`config.mk`:
```
export PLATFORM = sky130hd
export DESIGN_NAME = service_dispatcher
export DESIGN_NICKNAME = d
export VERILOG_FILES = /design/src/rtl/service_dispatcher.sv
export SDC_FILE = /design/constraint.sdc
export NUM_CORES = 1
export LEC_CHECK = 0
export CAP_MARGIN = 20
export CORE_ASPECT_RATIO = 0.7
export CORE_MARGIN = 5
export CORE_UTILIZATION = 35
export CTS_CLUSTER_DIAMETER = 150
export CTS_CLUSTER_SIZE = 12
export DETAILED_ROUTE_END_ITERATION = 16
export GPL_TIMING_DRIVEN = 0
export PLACE_DENSITY_LB_ADDON = 0.2
export SLEW_MARGIN = 20
export SYNTH_ARGS = -nofsm -noshare
export SYNTH_HDL_FRONTEND = slang
export SYNTH_SLANG_ARGS = --single-unit
```
`constraint.sdc`:
```
create_clock -name clk -period 2.45 [get_ports clk]
set_input_delay 0.49 -clock clk [delete_from_list [all_inputs] [get_ports clk]]
set_output_delay 0.49 -clock clk [all_outputs]
set_load 0.005 [all_outputs]
```
`src/rtl/service_dispatcher.sv`:
```
// ---------------------------------------------------------------------------
// service_dispatcher
//
// Two independent service lanes (car-wash and workshop). Each lane turns a
// button press into a queued job carrying a 4-bit option code, then launches
// queued jobs one at a time towards its service FSM and waits for that FSM
// to report completion before launching the next one.
//
// Ports
//   clk        system clock, all state updates on the rising edge
//   reset      synchronous active-high reset
//   PB1 / PB2  car-wash / workshop request buttons (level)
//   C / T      option codes captured on the button's rising edge
//   CT / CT1   service-complete flags from the car-wash / workshop FSMs
//   GO / GO1   one-cycle start pulses
//   CO / TO    option code of the last launched job, held until next launch
//   QC / QT    current queue occupancy per lane
//   FULL/FULL1 queue full per lane
//   ERR        sticky flag: some request was rejected since reset
// ---------------------------------------------------------------------------
module service_dispatcher #(
  parameter int DEPTH = 4
) (
  input  logic       clk,
  input  logic       reset,
  input  logic       PB1,
  input  logic       PB2,
  input  logic [3:0] C,
  input  logic [3:0] T,
  input  logic       CT,
  input  logic       CT1,
  output logic       GO,
  output logic       GO1,
  output logic [3:0] CO,
  output logic [3:0] TO,
  output logic [3:0] QC,
  output logic [3:0] QT,
  output logic       FULL,
  output logic       FULL1,
  output logic       ERR
);

  localparam int         PW      = (DEPTH > 1) ? $clog2(DEPTH) : 1;
  localparam logic [3:0] DEPTH_L = 4'(DEPTH);

  localparam logic [1:0] ST_IDLE   = 2'd0;
  localparam logic [1:0] ST_LAUNCH = 2'd1;
  localparam logic [1:0] ST_WAIT   = 2'd2;

  // Lane 0 = car-wash, lane 1 = workshop.
  logic [1:0] pb_w;
  logic [1:0] ct_w;
  logic [1:0] go_w;
  logic [1:0] full_w;
  logic [1:0] reject_w;
  logic [3:0] code_w [2];
  logic [3:0] out_w  [2];
  logic [3:0] cnt_w  [2];
  logic       err_q;

  assign pb_w      = {PB2, PB1};
  assign ct_w      = {CT1, CT};
  assign code_w[0] = C;
  assign code_w[1] = T;

  genvar gi;
  generate
    for (gi = 0; gi < 2; gi++) begin : g_lane
      logic          pb_q;
      logic          arm_q;
      logic [3:0]    mem_q [DEPTH];
      logic [PW-1:0] wr_q;
      logic [PW-1:0] rd_q;
      logic [3:0]    cnt_q;
      logic [3:0]    cnt_d;
      logic [1:0]    st_q;
      logic [1:0]    st_d;
      logic [3:0]    out_q;
      logic          rise_w;
      logic          full_l;
      logic          pop_w;
      logic          push_w;

      // arm_q stays low while the button is still held from before reset
      // release, so a press that straddles reset never becomes a request.
      assign rise_w = pb_w[gi] & ~pb_q & arm_q;
      assign full_l = (cnt_q == DEPTH_L);
      assign pop_w  = (st_q == ST_IDLE) && (cnt_q != 4'd0);
      // A pop in the same cycle frees a slot, so a full queue still accepts.
      assign push_w = rise_w && (code_w[gi] != 4'd0) && (!full_l || pop_w);
      assign reject_w[gi] = rise_w && !push_w;

      always_comb begin
        cnt_d = cnt_q;
        case ({push_w, pop_w})
          2'b10:   cnt_d = cnt_q + 4'd1;
          2'b01:   cnt_d = cnt_q - 4'd1;
          default: cnt_d = cnt_q;
        endcase
      end

      always_comb begin
        st_d = st_q;
        case (st_q)
          ST_IDLE:   if (cnt_q != 4'd0) st_d = ST_LAUNCH;
          ST_LAUNCH: st_d = ST_WAIT;
          ST_WAIT:   if (ct_w[gi]) st_d = ST_IDLE;
          default:   st_d = ST_IDLE;
        endcase
      end

      // Storage array kept free of reset so it maps onto RAM; stale
      // contents are harmless because the pointers are cleared.
      always_ff @(posedge clk) begin
        if (push_w) mem_q[wr_q] <= code_w[gi];
      end

      always_ff @(posedge clk) begin
        if (reset) begin
          pb_q  <= 1'b0;
          arm_q <= ~pb_w[gi];
          wr_q  <= '0;
          rd_q  <= '0;
          cnt_q <= 4'd0;
          st_q  <= ST_IDLE;
          out_q <= 4'd0;
        end else begin
          pb_q  <= pb_w[gi];
          arm_q <= arm_q | ~pb_w[gi];
          cnt_q <= cnt_d;
          st_q  <= st_d;
          if (push_w) wr_q <= wr_q + 1'b1;
          if (pop_w) begin
            rd_q  <= rd_q + 1'b1;
            out_q <= mem_q[rd_q];
          end
        end
      end

      assign go_w[gi]   = (st_q == ST_LAUNCH);
      assign full_w[gi] = full_l;
      assign out_w[gi]  = out_q;
      assign cnt_w[gi]  = cnt_q;
    end
  endgenerate

  always_ff @(posedge clk) begin
    if (reset) err_q <= 1'b0;
    else       err_q <= err_q | (|reject_w);
  end

  assign GO    = go_w[0];
  assign GO1   = go_w[1];
  assign CO    = out_w[0];
  assign TO    = out_w[1];
  assign QC    = cnt_w[0];
  assign QT    = cnt_w[1];
  assign FULL  = full_w[0];
  assign FULL1 = full_w[1];
  assign ERR   = err_q;

endmodule

```
* Yosys cells after proc, flatten, opt, wreduce, memory -nomap -nowiden *
Memories as Yosys holds them, arrays and structs flattened. A register that Yosys moved wholly into a read port is not among the register bits.
Index checks and enable logic that the tools add are counted.

operators by class
  add/subtract/negate cells = 8
  multipliers = 0
  div/mod/pow operators = 0
  magnitude comparators = 0
  equal/unequal tests = 14
  shift operators = 0
  mux-type cells = 14
  bitwise logic cells = 11
  reductions and logical operators = 25

operators with widths
  kind                                                                     count
  4-bit case mux with 2 select lines                                       2
  4-bit nonzero test                                                       4
  2-bit case mux with 3 select lines                                       2
  2-bit by 1-bit adder with 2-bit output, second input constant            4
  4-bit by 1-bit adder with 4-bit output, second input constant            2
  2-bit by 1-bit equality test with 1-bit output, second input constant    4
  2-bit equality test, second input constant                               4
  4-bit by 3-bit equality test with 1-bit output, second input constant    2
  1-bit logical AND                                                        8
  2-bit two-way mux                                                        4
  4-bit by 1-bit subtractor with 4-bit output, second input constant       2
  1-bit two-way mux                                                        6
  1-bit AND                                                                4
  1-bit zero test                                                          4
  2-bit zero test                                                          2
  2-bit by 1-bit inequality test with 1-bit output, second input constant  2
  2-bit inequality test, second input constant                             2
  1-bit inverter                                                           4
  2-bit AND reduction                                                      2
  2-bit nonzero test                                                       2
  1-bit OR                                                                 3
  1-bit logical OR                                                         2
  2-bit OR reduction                                                       1

storage, ports and cells
  flip-flop bits (word level) = 25
  bits in latches = 0
  memory bits (writable) = 32
  bits in read-only memories = 0
  output and inout port bits = 21
  word-level logic and storage cells = 87
  memories kept = 2

memory list
  name             depth  bits a word  rd ports  clocked after memory_dff  write ports  line  RTL
  g_lane[0].mem_q  4      4            1         1                         1            71    logic [3:0] mem_q [DEPTH];
  g_lane[1].mem_q  4      4            1         1                         1            71

* Depth between registers and ports, before layout *
  word-level depth = 9
  mapped depth = 9
  gate-level depth less buffers = 9

* Worst setup path after synthesis *
OpenSTA, ideal clock, no wires.

  path type = input -> register
  start point = in C[1]
  end point = reg g_lane[0].cnt_q[3] (netlist: QC[3])
  setup time = 0.123 ns
  data arrival time = 2.402 ns
  required time = 2.327 ns
  slack = -0.076 ns
  stages on the path = 7
  cell sequence = or4_4 a211oi_4 ha_1 a21oi_1 a22oi_1 a22oi_2 mux2_1

between the ends
  word-level cells in the longest chain between the ends = 5
  elaborated cells on any way between the ends = 7

RTL lines
  what                                                                                   line  RTL
  start, declared                                                                        28    input logic [3:0] C,
  4-bit nonzero test (*)                                                                 90    assign push_w = rise_w && (code_w[gi] != 4'd0) && (!full_l || pop_w);
  1-bit logical AND (*) (2 in a row)                                                     90
  2-bit by 1-bit equality test with 1-bit output or 2-bit equality test (tied branches)  95    case ({push_w, pop_w})
  4-bit case mux with 2 select lines or 2-bit nonzero test (tied branches)               -
  end signal, assigned                                                                   130   cnt_q <= cnt_d;
  end, declared                                                                          74    logic [3:0] cnt_q;

Every way passes the cells marked *; elsewhere a longest branch is shown, timed or not.
A chain may end at the register's enable or synchronous reset.

* Final worst setup path *
  start point = reg g_lane[0].cnt_q[2] (netlist: QC[2])
  end point = out FULL

between the ends
  word-level cells in the longest chain between the ends = 1

RTL lines
  what                                            line  RTL
  4-bit by 3-bit equality test with 1-bit output  87    assign full_l = (cnt_q == DEPTH_L);
  end, declared                                   38    output logic FULL,

No other way between the ends.

==> impl_results.html <==
<table>
<tr><th>Metric</th><th>Value</th></tr>
<tr><th colspan="2">Worst hold path</th></tr>
<tr><td>Hold EP</td><td>g_lane[0].mem_q[0][2]$_DFFE_PP_</td></tr>
<tr><td>Cell count of the worst hold path</td><td>1</td></tr>
<tr><td>Path type of the worst min-delay path</td><td>in -&gt; reg</td></tr>
<tr><td>Hold Startpoint</td><td>C[2]</td></tr>
<tr><th colspan="2">Synthesis</th></tr>
<tr><td>Post-synthesis cell type count</td><td>44</td></tr>
<tr><td>Post-synthesis compound-gate area fraction</td><td>0.0513</td></tr>
<tr><td>Fraction of the mapped netlist area in simple logic gates</td><td>0.145</td></tr>
<tr><td>Largest family of logic cells by synthesized area</td><td>simple AND/OR/NAND/NOR gates</td></tr>
<tr><td>Share of the yosys chip area belonging to registers</td><td>0.558</td></tr>
<tr><td>Share of synthesized cell area in full adder, half adder and majority cells</td><td>0.0655</td></tr>
<tr><td>Syn Area/Cell</td><td>12.8 um^2</td></tr>
<tr><td>Leading cell types by total area after synthesis</td><td>sky130_fd_sc_hd__edfxtp_1, sky130_fd_sc_hd__dfxtp_1, sky130_fd_sc_hd__mux4_2, sky130_fd_sc_hd__ha_1, sky130_fd_sc_hd__nor2_1</td></tr>
<tr><td>Fraction of registers with async set/reset</td><td>0</td></tr>
<tr><td>Leading register cell type out of synthesis</td><td>sky130_fd_sc_hd__dfxtp_1</td></tr>
<tr><td>Xor and xnor fraction of the mapped netlist area</td><td>0.0241</td></tr>
<tr><td>Mapped Nets</td><td>255</td></tr>
<tr><td>Gate Count Post-Synth</td><td>227</td></tr>
<tr><td>Post-synthesis mux area share</td><td>0.128</td></tr>
<tr><td>Portion of synthesized cell area occupied by the leading cell type</td><td>0.331</td></tr>
<tr><td>Number of warnings issued by yosys</td><td>0</td></tr>
<tr><td>Total standard cell area after synthesis</td><td>2900 um^2</td></tr>
<tr><td>Flip-flop and latch count after synthesis</td><td>65</td></tr>
<tr><td>Cell type with the highest aggregate area in the netlist</td><td>sky130_fd_sc_hd__edfxtp_1</td></tr>
<tr><td>Number of synthesized flops with an enable pin</td><td>32</td></tr>
<tr><th colspan="2">Timing</th></tr>
<tr><td>Hold violation count in the final report</td><td>0</td></tr>
<tr><td>Pins over their slew limit</td><td>0</td></tr>
<tr><td>Worst slew margin</td><td>0.622</td></tr>
<tr><td>Worst-margin pin slew</td><td>0.566 ns</td></tr>
<tr><td>Post-layout min period</td><td>2.35 ns</td></tr>
<tr><td>Worst clock skew</td><td>0.00450 ns</td></tr>
<tr><td>Final Cycle Share</td><td>0.958</td></tr>
<tr><td>RSZ-0062 raised after global routing</td><td>no</td></tr>
<tr><td>Upper clock frequency limit</td><td>0.426 GHz</td></tr>
<tr><td>Final-report setup violation count</td><td>0</td></tr>
<tr><th colspan="2">Drt</th></tr>
<tr><td># DRC</td><td>0</td></tr>
<tr><td>Number of detailed-routing iterations run before antenna repair</td><td>4</td></tr>
<tr><td>Vias per cell</td><td>4.75</td></tr>
<tr><td>Wire length per cell after detailed routing</td><td>15.1 um</td></tr>
<tr><td>Routed via count</td><td>1,813</td></tr>
<tr><td>Initial DRC Count</td><td>49</td></tr>
<tr><td>Post-detailed-route count of antenna-violating nets</td><td>0</td></tr>
<tr><td>Routed wire length</td><td>5780 um</td></tr>
<tr><th colspan="2">Layout</th></tr>
<tr><td>Area occupied by multi-input gates</td><td>1270 um^2</td></tr>
<tr><td>Ant diodes</td><td>0</td></tr>
<tr><td>Nets@finish</td><td>304</td></tr>
<tr><td>Flip-flop and latch area</td><td>1620 um^2</td></tr>
<tr><td>Synthesis-to-layout area growth</td><td>28.1%</td></tr>
<tr><td>Layout cells sized above 1</td><td>0.203</td></tr>
<tr><td>Fill count</td><td>736</td></tr>
<tr><td>Final design utilization</td><td>0.467</td></tr>
<tr><th colspan="2">Floorplanning</th></tr>
<tr><td>Die Footprint</td><td>10,200 um^2</td></tr>
<tr><td>Total I/O pin count</td><td>35</td></tr>
<tr><td>Initial Utilization</td><td>0.364</td></tr>
<tr><td>Floorplan Core Area</td><td>7970 um^2</td></tr>
<tr><td>Std-Cell Rows</td><td>27</td></tr>
<tr><td>Width of the die</td><td>119 um</td></tr>
<tr><td>Vertical extent of the die</td><td>86.2 um</td></tr>
<tr><th colspan="2">Setup path</th></tr>
<tr><td>Max stage delay on crit path</td><td>0.50 ns</td></tr>
<tr><td>Cell breakdown of the critical path</td><td>or4b_1 -&gt; inv_1 -&gt; clkdlybuf4s50_1</td></tr>
<tr><td>Sort of element at the start of the critical path</td><td>flip-flop</td></tr>
<tr><td>Crit end category</td><td>primary output</td></tr>
<tr><td>Maximum net fanout on the critical path</td><td>6</td></tr>
<tr><td>Depth of the worst register-to-register path</td><td>9</td></tr>
<tr><td>Critical R2R Capture</td><td>QT[3]$_SDFFE_PP0P_</td></tr>
<tr><td>CP Data Arrival Time</td><td>1.86 ns</td></tr>
<tr><td>Class of the most critical setup path</td><td>reg -&gt; out</td></tr>
<tr><td>Flop-to-flop setup slack</td><td>0.15 ns</td></tr>
<tr><td>Source of the worst register-to-register timing path</td><td>QT[0]$_SDFFE_PP0P_</td></tr>
<tr><td>CP Data Required Time</td><td>1.96 ns</td></tr>
<tr><td>Critical-path top delay cell</td><td>sky130_fd_sc_hd__or4b_1</td></tr>
<tr><th colspan="2">GRT</th></tr>
<tr><td>Global-route usage over all layers</td><td>0.124</td></tr>
<tr><td>Global-route wire length before repair</td><td>9590 um</td></tr>
<tr><td>Initial antenna violation count</td><td>0</td></tr>
<tr><td>Vias in the first global route</td><td>1,816</td></tr>
<tr><td>Largest net degree at the start of global routing</td><td>12</td></tr>
<tr><td>Total gr overflow</td><td>0</td></tr>
<tr><th colspan="2">Flow run</th></tr>
<tr><td>Number of max-cap violations</td><td>0</td></tr>
<tr><th colspan="2">Clocking</th></tr>
<tr><td>Buffer cell driving the clock tree root</td><td>sky130_fd_sc_hd__clkbuf_16</td></tr>
<tr><td>Largest buffer count on any clock path</td><td>2</td></tr>
<tr><td>Total number of clock tree sinks</td><td>65</td></tr>
<tr><td>Number of buffers inserted for hold repair after clock tree synthesis</td><td>0</td></tr>
<tr><td>Number of CTS-inserted buffers</td><td>9</td></tr>
<tr><td>Skew-Pair Late Insertion Delay</td><td>0.33 ns</td></tr>
<tr><td>Clock transition at the registers of the reported paths</td><td>0.05 ns</td></tr>
<tr><td>H-tree levels</td><td>3</td></tr>
<tr><td>TritonCTS clock tree</td><td>yes</td></tr>
<tr><th colspan="2">Place</th></tr>
<tr><td>Weighted congestion reported at the end of routability-driven placement</td><td>0.718</td></tr>
<tr><td>Total half-perimeter wirelength after legalization and detailed placement</td><td>4100 um</td></tr>
<tr><td>Count of port buffers added during placement</td><td>34</td></tr>
<tr><th colspan="2">Pwr</th></tr>
<tr><td>Leakage dissipation</td><td>1.39 nW</td></tr>
<tr><td>Worst IR drop on VDD</td><td>0.426 mV</td></tr>
<tr><td>Power, Total</td><td>0.00398 W</td></tr>
<tr><td>Power density of the placed cells</td><td>1070 nW/um^2</td></tr>
<tr><th colspan="2">Status</th></tr>
<tr><td>Outcome</td><td>finished clean</td></tr>
</table>
==> cells in the final DEF, fill, tap and decap left out, types with 3 or more instances in the layout <==
cell / instances
sky130_fd_sc_hd__clkbuf_2: 3
sky130_fd_sc_hd__ha_1: 10
sky130_fd_sc_hd__dlygate4sd2_1: 3
sky130_fd_sc_hd__mux4_2: 8
sky130_fd_sc_hd__inv_1: 13
sky130_fd_sc_hd__and2_1: 10
sky130_fd_sc_hd__mux2_2: 7
sky130_fd_sc_hd__buf_4: 4
sky130_fd_sc_hd__nor2_1: 35
sky130_fd_sc_hd__xnor2_1: 4
sky130_fd_sc_hd__nand3_1: 3
sky130_fd_sc_hd__clkdlybuf4s50_1: 26
sky130_fd_sc_hd__edfxtp_1: 32
sky130_fd_sc_hd__dfxtp_1: 32
sky130_fd_sc_hd__mux2i_1: 10
sky130_fd_sc_hd__clkbuf_16: 9
sky130_fd_sc_hd__a21oi_1: 3
sky130_fd_sc_hd__xor2_1: 4
sky130_fd_sc_hd__nor2b_1: 8
sky130_fd_sc_hd__clkbuf_1: 7
==> worst max-delay path, delay by kind of cell, from the launching register on <==
| family | cells | cell delay [ns] |
|---|---|---|
| buf+inv | 2 | 0.56 |
| flops | 1 | 0.46 |
| simple gates | 1 | 0.50 |
==> area by class of cell <==
class,instances,share of cell area
plain buffers,7,0.00908
clock inverters,5,0.00874
multi-input cells,142,0.341
repair buffers,38,0.0952
clock buffers,11,0.0625
well taps,101,0.0340
flip-flops and latches,65,0.436
inverters,13,0.0131
==> logic make-up after synthesis <==
logic type      count (synthesis)
simple gates                   76
fa+ha+maj                      14
xor+xnor                        8
buf+inv                        20
mux                            26
compound gates                 18
flops                          65
==> power by group <==
group,leakage (nW),switching [W],internal (W)
registers,0.563,0.000158,0.00132
logic,0.705,0.000607,0.000769
clock network,0.123,0.000450,0.000680
total,1.39,0.00121,0.00277
==> per-stage QoR <==
step | hold slack, ns | worst slack [ns] | setup TNS (ns) | instances | cell area, um^2
CTS | 0.470 | -0.00910 | -0.00910 | 380 | 3690
detailed placement | 0.468 | -0.756 | -6.99 | 362 | 3380
global route | 0.394 | 0.000798 | 0 | 382 | 3720
global placement | 0.456 | -0.716 | -6.23 | 362 | 3380
floorplan | 0.441 | -0.0126 | -0.0126 | 227 | 2920
finish | 0.410 | 0.102 | 0 | 382 | 3720
==> worst max path at each step <==
stage | start | end | slack (ns) | cells after the start
3_5_place_dp | T[1] | QT[3]$_SDFFE_PP0P_ | -0.76 | 9
3_3_place_gp | T[1] | QT[3]$_SDFFE_PP0P_ | -0.72 | 9
2_1_floorplan | C[1] | QC[3]$_SDFFE_PP0P_ | -0.01 | 7
5_1_grt | PB2 | QT[3]$_SDFFE_PP0P_ | 0.0008 | 9
4_1_cts | PB2 | QT[3]$_SDFFE_PP0P_ | -0.009 | 9
6_report | QC[2]$_SDFFE_PP0P_ | FULL | 0.10 | 3
==> synthesized netlist by cell type, types with 3 or more instances <==
library cell and n:
sky130_fd_sc_hd__nor2_1 35, sky130_fd_sc_hd__nand3_1 3, sky130_fd_sc_hd__ha_1 12, sky130_fd_sc_hd__dfxtp_1 33, sky130_fd_sc_hd__xnor2_1 4, sky130_fd_sc_hd__nor2b_1 8, sky130_fd_sc_hd__inv_1 13, sky130_fd_sc_hd__mux2i_1 10
sky130_fd_sc_hd__mux2_2 7, sky130_fd_sc_hd__a21oi_1 5, sky130_fd_sc_hd__clkbuf_1 5, sky130_fd_sc_hd__edfxtp_1 32, sky130_fd_sc_hd__mux4_2 8, sky130_fd_sc_hd__and2_1 10, sky130_fd_sc_hd__xor2_1 4
==> flip-flops by register name, summed over array words and instances, names as in the netlist <==
signal / cells
ERR: 1
g_lane.arm_q: 2
g_lane.rd_q: 4
g_lane.mem_q: 32
TO: 4
g_lane.st_q: 4
CO: 4
g_lane.pb_q: 2
QT: 4
QC: 4
g_lane.wr_q: 4
==> metal layers <==
| layer | vias to the layer above | global-route usage | share of wire |
|---|---|---|---|
| met5 | - | 0 | 0 |
| met3 | 7 | 0.0502 | 0.039 |
| met1 | 873 | 0.165 | 0.51 |
| li1 | 905 | - | - |
| met4 | 0 | 0.0536 | 0.017 |
| met2 | 28 | 0.177 | 0.43 |
==> timing repair <==
action,in CTS,in global routing
resized for setup,17,9
gates cloned,0,0
setup endpoints to repair,6,8
setup buffers,2,2
pin swaps,6,10
Power figures use the tool's default switching activity.
